<file path="src/rtl/mips_pkg.sv">
// rtl/mips_pkg.sv - shared constants for the MIPS front-end pipeline
package mips_pkg;

    // Decoded control bundle: {RegWrite, MemtoReg, MemWrite, ALUControl[2:0], ALUSrc, RegDst}
    localparam int CTRL_W        = 8;
    localparam int CTRL_REGWRITE = 7;
    localparam int CTRL_MEMTOREG = 6;
    localparam int CTRL_MEMWRITE = 5;
    localparam int CTRL_ALU_HI   = 4;
    localparam int CTRL_ALU_LO   = 2;
    localparam int CTRL_ALUSRC   = 1;
    localparam int CTRL_REGDST   = 0;

    localparam logic [31:0] NOP_INSTR    = 32'h0000_0000;
    localparam logic [31:0] RESET_PC_DEF = 32'h0000_0000;

endpackage

</file>
<file path="src/rtl/pipe_reg.sv">
// rtl/pipe_reg.sv - generic pipeline register with enable and synchronous clear
module pipe_reg #(
    parameter int W = 32
) (
    input  logic         clk,
    input  logic         reset,
    input  logic         en,
    input  logic         clr,
    input  logic [W-1:0] d,
    output logic [W-1:0] q
);

    logic [W-1:0] q_q;

    // Reset and clear both produce an all-zero bubble; otherwise load when enabled
    always_ff @(posedge clk) begin
        if (reset || clr) begin
            q_q <= '0;
        end else if (en) begin
            q_q <= d;
        end
    end

    assign q = q_q;

endmodule

</file>
<file path="src/rtl/pipe_stage_ctrl.sv">
// rtl/pipe_stage_ctrl.sv - PC, IF/ID and ID/EX registers with stall/flush counters and watchdog
module pipe_stage_ctrl
    import mips_pkg::*;
#(
    parameter logic [31:0] RESET_PC    = RESET_PC_DEF,
    parameter int          CTRL_W      = mips_pkg::CTRL_W,
    parameter int          STALL_LIMIT = 64,
    parameter int          CNT_W       = 16
) (
    input  logic              clk,
    input  logic              reset,
    input  logic              StallF,
    input  logic              StallD,
    input  logic              FlushE,
    input  logic              PCSrcD,
    input  logic [31:0]       PCNextF,
    input  logic [31:0]       InstrF,
    input  logic [31:0]       PCPlus4F,
    input  logic [CTRL_W-1:0] CtrlD,
    input  logic [31:0]       RD1D,
    input  logic [31:0]       RD2D,
    input  logic [31:0]       SignImmD,
    input  logic [4:0]        rsD_in,
    input  logic [4:0]        rtD_in,
    input  logic [4:0]        rdD_in,
    output logic [31:0]       PCF,
    output logic [31:0]       InstrD,
    output logic [31:0]       PCPlus4D,
    output logic              validD,
    output logic [CTRL_W-1:0] CtrlE,
    output logic [31:0]       RD1E,
    output logic [31:0]       RD2E,
    output logic [31:0]       SignImmE,
    output logic [4:0]        rsE,
    output logic [4:0]        rtE,
    output logic [4:0]        rdE,
    output logic              validE,
    output logic [CNT_W-1:0]  stall_cnt,
    output logic [CNT_W-1:0]  flush_cnt,
    output logic              stall_timeout
);

    localparam int RUN_W  = $clog2(STALL_LIMIT + 1);
    localparam int IFID_W = 1 + 32 + 32;
    localparam int IDEX_W = 1 + CTRL_W + 32 * 3 + 5 * 3;

    logic [31:0]      pc_q;
    logic [CNT_W-1:0] stall_cnt_q;
    logic [CNT_W-1:0] flush_cnt_q;
    logic [RUN_W-1:0] run_q, run_d;
    logic             timeout_q, timeout_d;

    logic [IFID_W-1:0] ifid_d, ifid_q;
    logic [IDEX_W-1:0] idex_d, idex_q;

    // Fetch PC: freezes while fetch is stalled
    always_ff @(posedge clk) begin
        if (reset) begin
            pc_q <= RESET_PC;
        end else if (!StallF) begin
            pc_q <= PCNextF;
        end
    end

    // IF/ID: a stall in D takes priority over the branch-taken flush
    assign ifid_d = {1'b1, InstrF, PCPlus4F};

    pipe_reg #(.W(IFID_W)) u_ifid (
        .clk   (clk),
        .reset (reset),
        .en    (~StallD),
        .clr   (PCSrcD & ~StallD),
        .d     (ifid_d),
        .q     (ifid_q)
    );

    assign validD   = ifid_q[64];
    assign InstrD   = ifid_q[63:32];
    assign PCPlus4D = ifid_q[31:0];

    // ID/EX: never held, FlushE inserts a bubble; validity follows the D stage
    assign idex_d = {validD, CtrlD, RD1D, RD2D, SignImmD, rsD_in, rtD_in, rdD_in};

    pipe_reg #(.W(IDEX_W)) u_idex (
        .clk   (clk),
        .reset (reset),
        .en    (1'b1),
        .clr   (FlushE),
        .d     (idex_d),
        .q     (idex_q)
    );

    assign {validE, CtrlE, RD1E, RD2E, SignImmE, rsE, rtE, rdE} = idex_q;

    // Watchdog run length: consecutive fetch stalls, saturating at the limit
    always_comb begin
        run_d = run_q;
        if (!StallF) begin
            run_d = '0;
        end else if (run_q != RUN_W'(STALL_LIMIT)) begin
            run_d = run_q + 1'b1;
        end
        timeout_d = timeout_q | (run_d == RUN_W'(STALL_LIMIT));
    end

    // Saturating performance counters and sticky watchdog flag
    always_ff @(posedge clk) begin
        if (reset) begin
            stall_cnt_q <= '0;
            flush_cnt_q <= '0;
            run_q       <= '0;
            timeout_q   <= 1'b0;
        end else begin
            if (StallF && stall_cnt_q != '1) begin
                stall_cnt_q <= stall_cnt_q + 1'b1;
            end
            if ((FlushE || PCSrcD) && flush_cnt_q != '1) begin
                flush_cnt_q <= flush_cnt_q + 1'b1;
            end
            run_q     <= run_d;
            timeout_q <= timeout_d;
        end
    end

    assign PCF           = pc_q;
    assign stall_cnt     = stall_cnt_q;
    assign flush_cnt     = flush_cnt_q;
    assign stall_timeout = timeout_q;

endmodule

</file>
<file path="config.mk">
export PLATFORM = sky130hd
export DESIGN_NAME = pipe_stage_ctrl
export DESIGN_NICKNAME = d
export VERILOG_FILES = /design/src/rtl/mips_pkg.sv /design/src/rtl/pipe_reg.sv /design/src/rtl/pipe_stage_ctrl.sv
export SDC_FILE = /design/constraint.sdc
export NUM_CORES = 1
export LEC_CHECK = 0
export CAP_MARGIN = 5
export CORE_AREA = 3 3 183 185
export CTS_CLUSTER_DIAMETER = 30
export CTS_CLUSTER_SIZE = 14
export DETAILED_ROUTE_END_ITERATION = 10
export DIE_AREA = 0 0 186 188
export PLACE_DENSITY = 0.74
export SETUP_SLACK_MARGIN = 0.3
export SLEW_MARGIN = 10
export SYNTH_ARGS = -nofsm -noshare
export SYNTH_HDL_FRONTEND = slang
export SYNTH_SLANG_ARGS = --single-unit
</file>
<file path="constraint.sdc">
create_clock -name clk -period 1.6 [get_ports clk]
set_input_delay 0.24 -clock clk [delete_from_list [all_inputs] [get_ports clk]]
set_output_delay 0.24 -clock clk [all_outputs]
set_load 0.05 [all_outputs]
</file>
==> results.cfg <==
[outcome]
status = complete, but fails checks
failed_checks = negative setup slack

[worst_setup_path]
r2r-start = stall_cnt[0]
crit_path_end_kind = flop
worst_ep_arrival_time_ns = 2.13
worstRegToRegCells = 5
path_class = reg -> reg
delay_of_the_slowest_cell_on_the_worst_path_ns = 0.56
cp.required_ns = 2.10
worst-path-max-fanout = 6
r2r_slack_ns = -0.03
timing.critical_path.from_type = flop
crit_path_cell_trace = ha_4 -> and3_4 -> nand3_4 -> or4_4 -> a21oi_2
rr_endpoint = stall_cnt[12]
crit_path_top_delay_cell = or4_4

[yosys]
ys_types = 52
synth_largest_area_cell = dfxtp_1
yosys_register_bits = 257
syn_avg_cell_area_um2 = 10.7
postSynth.topFlopCell = dfxtp_1
synth.net_count = 1048
mappedNetlistArea_um2 = 8770
synth-async-reset-ratio = 0
synth_sequential_area_ratio = 0.587
ys_warn_count = 0
synth_area_leaders = dfxtp_1, mux2i_1, and2_1, nor2_1, clkbuf_1
synth.cells.most_frequent = dfxtp_1, and2_1, nor2_1
synth_edf_count = 0
post-synth-top-area-fraction = 0.587
yosysMostFrequentCell = dfxtp_1
syn-instance-count = 823

[sta]
rsz_0062_raised_after_global_routing = true
final_hold_violations = 0
clock-skew-final_ns = 0.0111
period_share = 1.02
finalSetupTns_ns = -0.0277
final.hold.worst_slack_ns = 0.0750
min_period_ns = 1.63
finalSetupViolations = 1
worst_slew_margin_rel = 0.697
clock.fmax_mhz = 614
worstMarginPinSlew_ns = 0.450
postLayoutSetupSlackWorst_ns = -0.0277
timing.final.max_slew_violations = 0

[placed_design]
gp_congestion = 0.799
worst_slack_placed_ns = -0.266
place_hpwl_um = 22400
number_of_i_o_port_buffers = 470

[final_layout]
fillers = 2372
antennaDiodeCount = 0
final-seq-area_um2 = 5580
layout.core_utilization = 0.590
total_number_of_nets_in_the_final_design = 1651
area_delta_synth_final_pct = 117
multiInputGateArea_um2 = 3670
drive_above_1_share = 0.540

[global_route]
grt_overflow = 0
grt_first_pass_wirelength_um = 50100
grt_max_degree = 65
gr-usage-all-layers = 0.185
grt_pass1_vias = 8788
grt_antenna_before_repair = 0

[power]
leakage_power_nw = 8.12
p_int_mw = 16.6
power.clock.fraction = 0.554
total_power_mw = 22.3
net_switching_power_figure_mw = 5.66
power_density_nw_per_um2 = 1170
power.ir.vdd_worst_mv = 0.902
swShare = 0.254
portion_of_total_power_attributed_to_sequential_cells = 0.311
comb_power_share = 0.136

[die]
die-area_um2 = 35000
pin_count = 471
initial_utilization = 0.272
dieHeight_um = 188
core.rowCount = 66
placeableCoreArea_um2 = 32200
chipWidth_um = 186

[worst_hold_path]
holdPathEnd = u_ifid.q[64]
min_path_cells = 2
hold_path_startpoint = StallD
hold_path_class = in -> reg

[cts]
cts-root-buf = clkbuf_16
ctsHtreeMaxLevel = 2
worst_skew_pair.late_latency_ns = 0.58
cts_buffers = 59
cts.sink_count = 257
path_clk_slew_ns = 0.05
clock_tree_from_tritoncts = built
max-clock-path-buffers = 3

[route]
wire_length_per_cell_um = 18.4
routed_wire_length_um = 34700
detailed_route_iter0_violations = 248
first_pass_iters = 4
antenna_left = 0
route.detailed.vias_per_inst = 4.46
dr_total_vias = 8397
drc_errors = 0

[run]
maxCapViolations = 0
layout make-up:
cell class | instances | area share
well taps | 408 | 0.0269
multi-input cells | 502 | 0.193
clock inverters | 37 | 0.0215
inverters | 17 | 0.00349
repair buffers | 589 | 0.373
flip-flops and latches | 257 | 0.293
clock buffers | 74 | 0.0887
per-layer routing:
layer | share of wire | global-route usage | routed length [µm]
met4 | 0.037 | 0.0725 | 1280
met3 | 0.069 | 0.0547 | 2390
met5 | 0 | 0 | 0
met1 | 0.34 | 0.188 | 12000
met2 | 0.55 | 0.348 | 19100
layout by cell type, fill, tap and decap left out, types with 4 or more instances in the layout:
cell type          n
nand4_1           11
clkbuf_16         63
nor3_1             6
dfxtp_2          210
buf_6             15
nand3_1           11
dfxtp_4           45
nor4_4             5
clkinv_2          10
or4_4              7
clkbuf_8           9
a21oi_1           16
nor2_1           113
or4_1              6
nand2_1           10
nor2b_1            4
xor2_1             4
buf_4             95
clkinv_4           8
buf_12            24
a21oi_2            7
o31ai_1            9
inv_1             15
clkdlybuf4s50_1  217
bufinv_16          6
mux2i_1           98
clkinvlp_4         9
buf_8            234
and2_1           119
state kept, by name, summed over array words and instances, names as in the netlist:
signal         cells
u_idex.q         120
u_ifid.q          65
PCF               32
flush_cnt         16
stall_cnt         16
run_q              7
stall_timeout      1
what timing repair did:
action / 4_1_cts / 5_1_grt
hold buffers: 1 / 0
endpoints found under the setup margin: 288 / 295
gates cloned: 0 / 1
pin swaps: 25 / 21
resized for setup: 713 / 91
setup buffers: 39 / 38
endpoints found under the hold margin: 1 / 0
stage by stage:
step	std cells	instance area, µm²
3_3_place_gp	1694	13800
4_1_cts	1845	18400
6_report	1884	19000
3_5_place_dp	1694	13800
5_1_grt	1884	19000
2_1_floorplan	823	9000
power by group through the flow:
stage                     registers (mW)  logic, mW  clock network [mW]
after global routing                6.93       3.14                12.8
after global placement              6.89       2.53                   0
after detailed placement            6.90       2.55                   0
after floorplan                     7.79      0.468                   0
final                               6.91       3.02                12.3
after CTS                           6.91       2.92                12.5
logic make-up (layout without fill, tap and decap cells):
family / Yosys count / count (layout) / share of synthesized area
AO/OA/AOI/OAI: 62 / 62 / 0.0464
XOR/XNOR: 6 / 6 / 0.00599
adder cells (fa/ha/maj): 4 / 4 / 0.00571
buffers and inverters: 64 / 717 / 0.0291
flip-flops: 257 / 257 / 0.587
multiplexers: 102 / 102 / 0.117
AND/OR/NAND/NOR: 328 / 328 / 0.209
worst max-delay path, delay by kind of cell, from the launching register on:
kind | cells | cell delay, ns
AOI/OAI and AO/OA | 1 | 0.15
DFF | 1 | 0.37
and+or+nand+nor | 3 | 0.89
adders and majority gates | 1 | 0.15
worst max-delay path by stage:
stage	to	from	slack (ns)
after floorplan	stall_cnt[5]	stall_cnt[1]	-0.09
after global placement	flush_cnt[15]	FlushE	-0.23
after detailed placement	flush_cnt[15]	PCSrcD	-0.27
after CTS	flush_cnt[7]	flush_cnt[0]	0.05
after global routing	stall_cnt[12]	stall_cnt[0]	-0.09
final	stall_cnt[12]	stall_cnt[0]	-0.03
Power figures use the tool's default switching activity.
